`src/rtl/window_fetch.sv`:
```
`default_nettype none
// ============================================================================
// Module   : window_fetch
// Purpose  : Pipelined Wishbone gather of a KxK window into a flat element bank.
// Revision : 1.0
// ============================================================================
module window_fetch #(
    parameter int DW      = 16,
    parameter int K_MAX   = 3,
    parameter int AW      = 32,
    parameter int TIMEOUT = 255
) (
    input  logic                      CLK,
    input  logic                      rst,
    input  logic                      start,
    input  logic [AW-1:0]             base_addr,
    input  logic [15:0]               row_stride,
    input  logic [3:0]                win_k,
    output logic [K_MAX*K_MAX*DW-1:0] window,
    output logic                      busy,
    output logic                      done,
    output logic                      err,
    input  logic [31:0]               data_o,
    input  logic                      stall_o,
    input  logic                      sdram_ack,
    output logic                      stb_i,
    output logic                      cyc_i,
    output logic                      we_i,
    output logic [3:0]                sel_i,
    output logic [AW-1:0]             addr_i,
    output logic [31:0]               data_i
);

    localparam int              c_NE       = K_MAX * K_MAX;
    localparam int              c_CW       = $clog2(c_NE + 1);
    localparam int              c_TW       = $clog2(TIMEOUT + 1);
    localparam logic [3:0]      c_KMAX     = 4'(K_MAX);
    localparam logic [3:0]      c_SEL      = 4'((1 << (DW / 8)) - 1);
    localparam logic [AW-1:0]   c_ADDR_ONE = {{(AW-1){1'b0}}, 1'b1};
    localparam logic [c_CW-1:0] c_CNT_ONE  = c_CW'(1);
    localparam logic [c_TW-1:0] c_TMO_ONE  = c_TW'(1);
    localparam logic [c_TW-1:0] c_TMO_LAST = c_TW'(TIMEOUT - 1);

    typedef enum logic [0:0] {
        S_IDLE  = 1'b0,
        S_FETCH = 1'b1
    } state_t;

    state_t          r_state;
    logic [15:0]     r_stride;
    logic [3:0]      r_k;
    logic [c_CW-1:0] r_n;
    logic [c_CW-1:0] r_iss;
    logic [c_CW-1:0] r_ack;
    logic [3:0]      r_col;
    logic [AW-1:0]   r_rowbase;
    logic [AW-1:0]   r_addr;
    logic            r_stb;
    logic            r_cyc;
    logic            r_busy;
    logic            r_done;
    logic            r_err;
    logic [c_TW-1:0] r_tmo;
    logic [DW-1:0]   r_elem [c_NE];

    logic            w_accept;
    logic            w_take;
    logic            w_k_ok;
    logic            w_last_col;
    logic            w_waiting;
    logic [c_CW-1:0] w_iss_nxt;
    logic [c_CW-1:0] w_ack_nxt;
    logic [c_CW-1:0] w_n_start;
    logic [AW-1:0]   w_row_next;

    assign w_accept   = r_stb & ~stall_o;
    assign w_waiting  = (r_ack < r_iss);
    assign w_take     = sdram_ack & w_waiting;
    assign w_k_ok     = (win_k != 4'd0) && (win_k <= c_KMAX);
    assign w_last_col = (r_col == (r_k - 4'd1));
    assign w_iss_nxt  = r_iss + c_CNT_ONE;
    assign w_ack_nxt  = r_ack + c_CNT_ONE;
    // Only evaluated for validated win_k, so the product always fits the counter width.
    assign w_n_start  = c_CW'(win_k) * c_CW'(win_k);
    // Row base accumulates the stride so no address multiplier is needed.
    assign w_row_next = r_rowbase + {{(AW-16){1'b0}}, r_stride};

    always_ff @(posedge CLK) begin
        if (rst) begin
            r_state   <= S_IDLE;
            r_stride  <= '0;
            r_k       <= '0;
            r_n       <= '0;
            r_iss     <= '0;
            r_ack     <= '0;
            r_col     <= '0;
            r_rowbase <= '0;
            r_addr    <= '0;
            r_stb     <= 1'b0;
            r_cyc     <= 1'b0;
            r_busy    <= 1'b0;
            r_done    <= 1'b0;
            r_err     <= 1'b0;
            r_tmo     <= '0;
            for (int i = 0; i < c_NE; i++) begin
                r_elem[i] <= '0;
            end
        end else begin
            r_done <= 1'b0;
            r_err  <= 1'b0;
            case (r_state)
                S_IDLE: begin
                    if (start) begin
                        if (!w_k_ok) begin
                            r_err <= 1'b1;
                        end else begin
                            r_stride  <= row_stride;
                            r_k       <= win_k;
                            r_n       <= w_n_start;
                            r_iss     <= '0;
                            r_ack     <= '0;
                            r_col     <= '0;
                            r_tmo     <= '0;
                            r_rowbase <= base_addr;
                            r_addr    <= base_addr;
                            r_stb     <= 1'b1;
                            r_cyc     <= 1'b1;
                            r_busy    <= 1'b1;
                            r_state   <= S_FETCH;
                            for (int i = 0; i < c_NE; i++) begin
                                r_elem[i] <= '0;
                            end
                        end
                    end
                end

                S_FETCH: begin
                    if (w_accept) begin
                        r_iss <= w_iss_nxt;
                        if (w_iss_nxt == r_n) begin
                            r_stb <= 1'b0;
                        end else if (w_last_col) begin
                            r_col     <= '0;
                            r_rowbase <= w_row_next;
                            r_addr    <= w_row_next;
                        end else begin
                            r_col  <= r_col + 4'd1;
                            r_addr <= r_addr + c_ADDR_ONE;
                        end
                    end

                    if (w_take) begin
                        r_elem[r_ack] <= data_o[DW-1:0];
                        r_ack         <= w_ack_nxt;
                    end

                    if (sdram_ack) begin
                        r_tmo <= '0;
                    end else if (w_waiting) begin
                        r_tmo <= r_tmo + c_TMO_ONE;
                    end

                    if (w_take && (w_ack_nxt == r_n)) begin
                        r_stb   <= 1'b0;
                        r_cyc   <= 1'b0;
                        r_busy  <= 1'b0;
                        r_done  <= 1'b1;
                        r_state <= S_IDLE;
                    end else if (!sdram_ack && w_waiting && (r_tmo == c_TMO_LAST)) begin
                        r_stb   <= 1'b0;
                        r_cyc   <= 1'b0;
                        r_busy  <= 1'b0;
                        r_err   <= 1'b1;
                        r_state <= S_IDLE;
                    end
                end

                default: r_state <= S_IDLE;
            endcase
        end
    end

    // Element 0 lands in the most significant slice of the flat bus.
    for (genvar gi = 0; gi < c_NE; gi++) begin : g_pack
        assign window[(c_NE-1-gi)*DW +: DW] = r_elem[gi];
    end

    if (DW < 32) begin : g_data_tie
        logic w_unused_data;
        assign w_unused_data = &{1'b0, data_o[31:DW]};
    end

    assign stb_i  = r_stb;
    assign cyc_i  = r_cyc;
    assign addr_i = r_addr;
    assign busy   = r_busy;
    assign done   = r_done;
    assign err    = r_err;
    assign we_i   = 1'b0;
    assign sel_i  = c_SEL;
    assign data_i = 32'd0;

endmodule
`default_nettype wire

```
`config.mk`:
```
export PLATFORM = sky130hd
export DESIGN_NAME = window_fetch
export DESIGN_NICKNAME = d
export VERILOG_FILES = /design/src/rtl/window_fetch.sv
export SDC_FILE = /design/constraint.sdc
export NUM_CORES = 1
export LEC_CHECK = 0
export ABC_CLOCK_PERIOD_IN_PS = 9500
export BUFFER_PORTS_ARGS = -buffer_cell sky130_fd_sc_hd__buf_4
export CAP_MARGIN = 20
export CORE_MARGIN = 2
export CORE_UTILIZATION = 52
export CTS_CLUSTER_DIAMETER = 150
export DETAILED_ROUTE_END_ITERATION = 10
export GPL_ROUTABILITY_DRIVEN = 0
export PLACE_DENSITY = 0.76
export SYNTH_ARGS = -nofsm -noshare
export SYNTH_HDL_FRONTEND = slang
export SYNTH_SLANG_ARGS = --single-unit
```
`constraint.sdc`:
```
create_clock -name CLK -period 9.5 [get_ports CLK]
set_input_delay 0.475 -clock CLK [delete_from_list [all_inputs] [get_ports CLK]]
set_output_delay 0.475 -clock CLK [all_outputs]
set_load 0.1 [all_outputs]
```
==> results of run 1 <==
## synthesized netlist by cell type, types with 4 or more instances
cell type,number,area [um2]
clkbuf_1,50,188
nor4_1,12,75.1
a31oi_1,16,100
xnor2_1,30,263
nand2b_1,7,43.8
nor2b_1,6,37.5
mux2i_1,4,40.0
ha_1,29,363
or2_2,6,37.5
a211oi_1,12,90.1
nand4_1,17,106
nand2_1,115,432
or3_1,5,31.3
a2111oi_0,6,52.6
nand3b_1,4,30.0
a21o_1,13,97.6
xor2_1,17,149
nand3_1,39,195
a21oi_1,110,551
o31ai_1,6,45.0
and2_1,150,938
o22ai_1,5,31.3
inv_1,23,86.3
dfxtp_1,111,2220
edfxtp_1,144,4320
nor2_1,119,447
nor3_1,25,125
o211ai_1,7,52.6
o21ai_0,54,270
a311oi_1,14,123
and4_1,7,61.3
o21a_1,7,52.6
and3_1,19,119
buf_4,41,308
buf_2,15,75.1
o221ai_1,6,52.6
## critical path, cell delays in order, from the launching register on
cell and delay, ns:
dfxtp_1 0.35, buf_4 0.28, nand2b_1 0.25, o31ai_1 0.68, o31a_1 0.24, buf_4 0.38, nand3_1 0.59, a211o_1 0.47
o2111ai_1 0.19, a311oi_1 0.07
## placed cells by master, fill, tap and decap left out, types with 24 or more instances in the layout
| master | count |
|---|---|
| edfxtp_1 | 144 |
| nor2_1 | 119 |
| xnor2_1 | 30 |
| nand2_1 | 115 |
| buf_4 | 270 |
| nand3_1 | 39 |
| and2_1 | 150 |
| clkbuf_16 | 27 |
| dfxtp_1 | 111 |
| nor3_1 | 24 |
| ha_1 | 29 |
| conb_1 | 37 |
| o21ai_0 | 48 |
| a21oi_1 | 110 |
## state kept, by name (all words and copies together), names as in the netlist
register and flops:
addr_i 32, busy 1, done 1, err 1
r_ack 4, r_col 4, r_elem 144, r_iss 4
r_k 4, r_n 2, r_rowbase 32, r_state 1
r_stride 16, r_tmo 8, stb_i 1
## area by class of cell
class | count | area share, %
well taps | 324 | 2.59
clock inverters | 10 | 1.05
multi-input cells | 959 | 36.4
repair buffers | 270 | 12.9
flip-flops and latches | 255 | 41.8
clock buffers | 35 | 4.63
inverters | 25 | 0.599
## worst min-delay path by stage
stage                                to  cells after the start
final                       r_stride[2]                      3
after global routing        r_stride[5]                      3
after CTS                   r_stride[2]                      3
after detailed placement    r_stride[3]                      2
after global placement    r_rowbase[10]                      1
after floorplan             r_stride[0]                      2
## stage by stage
step / hold WS, ns / total power, uW / cell area (um2) / setup WS, ns / cells
after floorplan: 0.441 / 1670 / 12900 / 5.91 / 1346
after global placement: 0.452 / 1780 / 14800 / 5.87 / 1833
after detailed placement: 0.453 / 1790 / 14800 / 5.84 / 1833
after CTS: 0.178 / 2840 / 15700 / 5.89 / 1878
after global routing: 0.186 / 2900 / 15700 / 5.70 / 1878
final: 0.185 / 2840 / 15700 / 5.84 / 1878
## power by group through the flow
stage	clock network [uW]	logic (uW)	registers (uW)
6_report	1070	531	1230
3_3_place_gp	0	525	1260
3_5_place_dp	0	528	1260
5_1_grt	1110	549	1240
4_1_cts	1080	529	1230
2_1_floorplan	0	169	1500
## cell families (layout without fill, tap and decap cells)
group,after synthesis,after routing,share of synthesized area [%]
AND/OR/NAND/NOR,551,551,22.5
AO/OA/AOI/OAI,288,288,14.2
flip-flops,255,255,51.2
buffers and inverters,132,340,5.28
XOR/XNOR,48,48,3.39
adder cells (fa/ha/maj),30,30,2.99
multiplexers,5,5,0.401
other,2,37,0.0587
## per-layer routing
metal / up-vias / global-route usage [%] / share of wire [%]
li1: 5080 / - / -
met1: 5107 / 34.2 / 39
met2: 612 / 47.5 / 48
met3: 98 / 4.29 / 9.6
met4: 0 / 11.6 / 3.9
met5: - / 0 / 0
==> flow_summary_export.csv, run 1 <==
group,metric,value,unit
synthesis,ys.flop_type,"edfxtp_1",
setup_path,r2r_slack,5.84,ns
clocking,clkSinkCount,255,
final_layout,drive_gt1_share,21.0,%
final_layout,register_area,6550,um2
synthesis,ys_seq_area_share,51.2,%
final_layout,antennaDiodeCount,0,
detailed_routing,routed_wl,36500,um
pwr,power_density,181,nW/um2
detailed_routing,vias,10897,
timing,slew_headroom,25.4,%
setup_path,cp-startpoint,"r_state",
global_routing,grt_start_max_net_pins,58,
pwr,peakVddDrop,128,uV
timing,period_needed,3.66,ns
timing,hold_violations,0,
timing,slew_violations,0,
setup_path,required,9.93,ns
global_routing,track_usage,27.4,%
synthesis,async_flop_share,0,%
min_path,hold_path_class,"in2reg",
detailed_routing,via_per_inst,5.80,
timing,setup_viol,0,
status,outcome,"finished clean",
synthesis,syn_inst,1311,
clocking,cts_tree,"yes",
setup_path,reg2reg_to,"addr_i[28]",
global_routing,grt_pass1_wl,56500,um
detailed_routing,drt_iter0_drc,1119,
die,core.rowCount,57,
pwr,p_seq_share,43.5,%
final_layout,num-nets-final,1657,
setup_path,start_kind,"flop",
pwr,p_int,1950,uW
setup_path,setup.worst_path.end,"addr_i[28]",
setup_path,worstPathArrival,4.09,ns
final_layout,final_util,64.7,%
setup_path,crit_type,"reg2reg",
pwr,leakagePower,0.00634,uW
synthesis,ys_ff_latch,255,
final_layout,syn2layout_area_growth,22.6,%
timing,fmax,273,MHz
flow_run,cap_violations,0,
synthesis,syn-mean-instance-area,9.76,um2
final_layout,fillers,1960,
placement,port_buffers,253,
setup_path,critPathMaxFanout,35,
timing,final.setup.tns,0,ns
detailed_routing,final_antenna_net_count,0,
synthesis,yosysWarningCount,0,
clocking,clk_pin_slew,0.06,ns
pwr,p_sw,887,uW
setup_path,r2r_start,"r_state",
pwr,clkPwrFrac,37.8,%
detailed_routing,wire_per_inst,19.4,um
clocking,numCtsBuffers,27,
die,floorplan.initialDensity,52.8,%
pwr,combPwrFrac,18.7,%
timing,worst_clock_skew,0.0138,ns
synthesis,syn_area,12800,um2
die,die_y,161,um
clocking,holdBufCountCts,0,
detailed_routing,dr.pass1.iters,5,
clocking,post_cts_resized,0,
timing,worst_pin_slew,1.12,ns
die,fp.dieArea,25900,um2
pwr,switching_share,31.3,%
setup_path,cp-end-kind,"flop",
synthesis,synth_cell_type_count,77,
timing,final.period_utilization,38.6,%
clocking,clkLatencyLatePin,0.55,ns
synthesis,synth_edf_count,144,
timing,rsz0062_at_grt,"false",
die,ios,307,
detailed_routing,drc,0,
die,dieWidth,161,um
clocking,ctsRootBufferMaster,"clkbuf_16",
clocking,cts_max_level,1,
placement,hpwl,25800,um
global_routing,grt_pass1_vias,10351,
global_routing,antenna_found_initial,0,
setup_path,r2r_cells,9,
clocking,post_cts_buffers,0,
global_routing,grt.overflow.total,0,
die,core,24200,um2
clocking,clk_path_buf_depth,3,
min_path,hp-start,"row_stride[2]",
final_layout,multi_input_comb_area,5710,um2
Note: power is estimated with default switching activity, not from simulation.
==> inputs of run 2 (changes only) <==
Settings changed: ABC_CLOCK_PERIOD_IN_PS 9500 to 3500.
Clock period 9.5 ns to 3.5 ns, I/O delays scaled along.
==> run 2 against run 1 <==
Fmax is 20% higher; via count grew 2.4%; worst setup slack lost 5.4 ns; core utilization rose by 2.2 points; die area did not move; total power grew to 2.8 times the previous value; clock skew shrank 0.0029 ns; register-to-register slack lost 5.4 ns; first-iteration DRC count decreased by 5.5%; sequential power increased to 2.7 times the previous value; critical path depth did not move; critical endpoint is now addr_i[30]; largest cell class unchanged.
==> flow_summary_export.csv, run 2 (synthesized netlist as in run 1, its figures left out) <==
group,metric,value,unit
status,outcome,"finished clean",
final_layout,antennaDiodeCount,0,
final_layout,drive_gt1_share,21.5,%
flow_run,cap_violations,0,
pwr,switching_share,31.3,%
final_layout,regMostFlops,"r_elem",
final_layout,final_cell_mix,"buf_4, and2_1, edfxtp_1",
timing,hold_violations,0,
setup_path,r2r_start,"r_k[0]",
timing,worst_pin_slew,0.811,ns
die,die_y,161,um
die,dieWidth,161,um
clocking,post_cts_resized,0,
final_layout,stdcell_count,1936,
clocking,clkSinkCount,255,
global_routing,grt_start_max_net_pins,59,
global_routing,antenna_found_initial,1,
detailed_routing,final_antenna_net_count,0,
timing,fmax,327,MHz
clocking,ctsRootBufferMaster,"clkbuf_16",
setup_path,worstPathArrival,3.46,ns
detailed_routing,wire_per_inst,19.1,um
setup_path,cp-end-kind,"flop",
final_layout,final_util,66.9,%
global_routing,grt_pass1_vias,10382,
clocking,clkLatencyLatePin,0.54,ns
detailed_routing,via_per_inst,5.76,
pwr,power_density,483,nW/um2
global_routing,grt.overflow.total,0,
detailed_routing,vias,11161,
placement,placed_cells,1848,
timing,final.period_utilization,87.4,%
final_layout,final_common_cell,"buf_4",
final_layout,largest_reg_flops,144,
pwr,p_seq_share,42.8,%
setup_path,start_kind,"flop",
die,ios,307,
pwr,p_sw,2450,uW
clocking,numCtsBuffers,27,
setup_path,critPathMaxFanout,20,
detailed_routing,routed_wl,37000,um
clocking,cts_tree,"yes",
pwr,leakagePower,0.00659,uW
die,floorplan.initialDensity,52.8,%
pwr,p_int,5380,uW
timing,rsz0062_at_grt,"false",
final_layout,num-nets-final,1710,
timing,slew_violations,0,
clocking,cts_max_level,1,
setup_path,crit_type,"reg2reg",
timing,worst_clock_skew,0.0109,ns
setup_path,cp-startpoint,"r_k[0]",
setup_path,required,3.90,ns
placement,hpwl,26400,um
detailed_routing,dr.pass1.iters,6,
pwr,peakVddDrop,402,uV
global_routing,grt_pass1_wl,56900,um
die,fp.dieArea,25900,um2
timing,setup_viol,0,
final_layout,syn2layout_area_growth,26.7,%
detailed_routing,drt_iter0_drc,1058,
min_path,hp-start,"data_o[1]",
timing,final.setup.tns,0,ns
die,core,24200,um2
placement,port_buffers,253,
pwr,clkPwrFrac,38.2,%
clocking,clk_path_buf_depth,3,
clocking,clk_pin_slew,0.07,ns
pwr,p_total,7830,uW
detailed_routing,drc,0,
pwr,combPwrFrac,19.0,%
timing,period_needed,3.06,ns
timing,slew_headroom,44.5,%
global_routing,track_usage,27.8,%
min_path,hold_path_class,"in2reg",
die,core.rowCount,57,
-- run 2: changes by cell type in the layout (fill, tap and decap cells not counted), sizes merged --
cell	delta
clkinv	+1
clkinvlp	+2
buf	+15
dlygate4sd3	+38
clkbuf	+2
-- run 2: area by class of cell --
class / instances / area [um2]
Clock buffer: 37 / 747
Clock inverter: 13 / 185
Fill cell: 1934 / 8040
Inverter: 25 / 93.8
Multi-Input combinational cell: 959 / 5710
Sequential cell: 255 / 6550
Tap cell: 324 / 405
Timing Repair Buffer: 323 / 2520
-- run 2: what timing repair did --
item,in CTS,in global routing
hold buffers,38,0
setup buffers,0,0
hold endpoints to repair,69,0
-- run 2: worst max-delay path, stage by stage (launching register included) --
cell	delay, ns
dfxtp_1	0.46
inv_1	0.07
ha_1	0.31
xor2_1	0.13
nand3_1	0.16
or2_2	0.54
nand2_1	0.32
nand2_1	0.15
a2111oi_0	0.68
nor4_1	0.08
-- run 2: metal layers --
layer / track usage, % / vias to the layer above / wire, um
met4: 11.1 / 0 / 1450
met1: 35.2 / 5246 / 14500
met5: 0 / - / 0
met2: 48.1 / 604 / 17900
met3: 3.87 / 119 / 3230
li1: - / 5192 / -
-- run 2: path summary, 6_finish.rpt --
| kind | endpoint | slack [ns] | depth (start not counted) |
|---|---|---|---|
| worst min register to register | r_stride[12] | 0.46 | 2 |
| worst min-delay path | r_elem[4][1] | 0.02 | 2 |
| worst max-delay path | addr_i[30] | 0.44 | 9 |
| worst max register to register | addr_i[30] | 0.44 | 9 |
-- run 2: stage by stage --
stage | instance area (um2) | worst slack, ns | hold WS, ns
global route | 16200 | 0.185 | 0.0143
finish | 16200 | 0.442 | 0.0221
floorplan | 12900 | -0.0922 | 0.311
CTS | 16200 | 0.481 | 0.00239
global placement | 14900 | 0.582 | 0.424
detailed placement | 14900 | 0.508 | 0.435
-- run 2: power groups by stage --
stage,registers [uW],clock network [uW],logic (uW)
3_3_place_gp,3410,0,1430
6_report,3350,2990,1480
3_5_place_dp,3410,0,1440
2_1_floorplan,4060,0,458
4_1_cts,3350,3020,1480
5_1_grt,3360,3130,1530
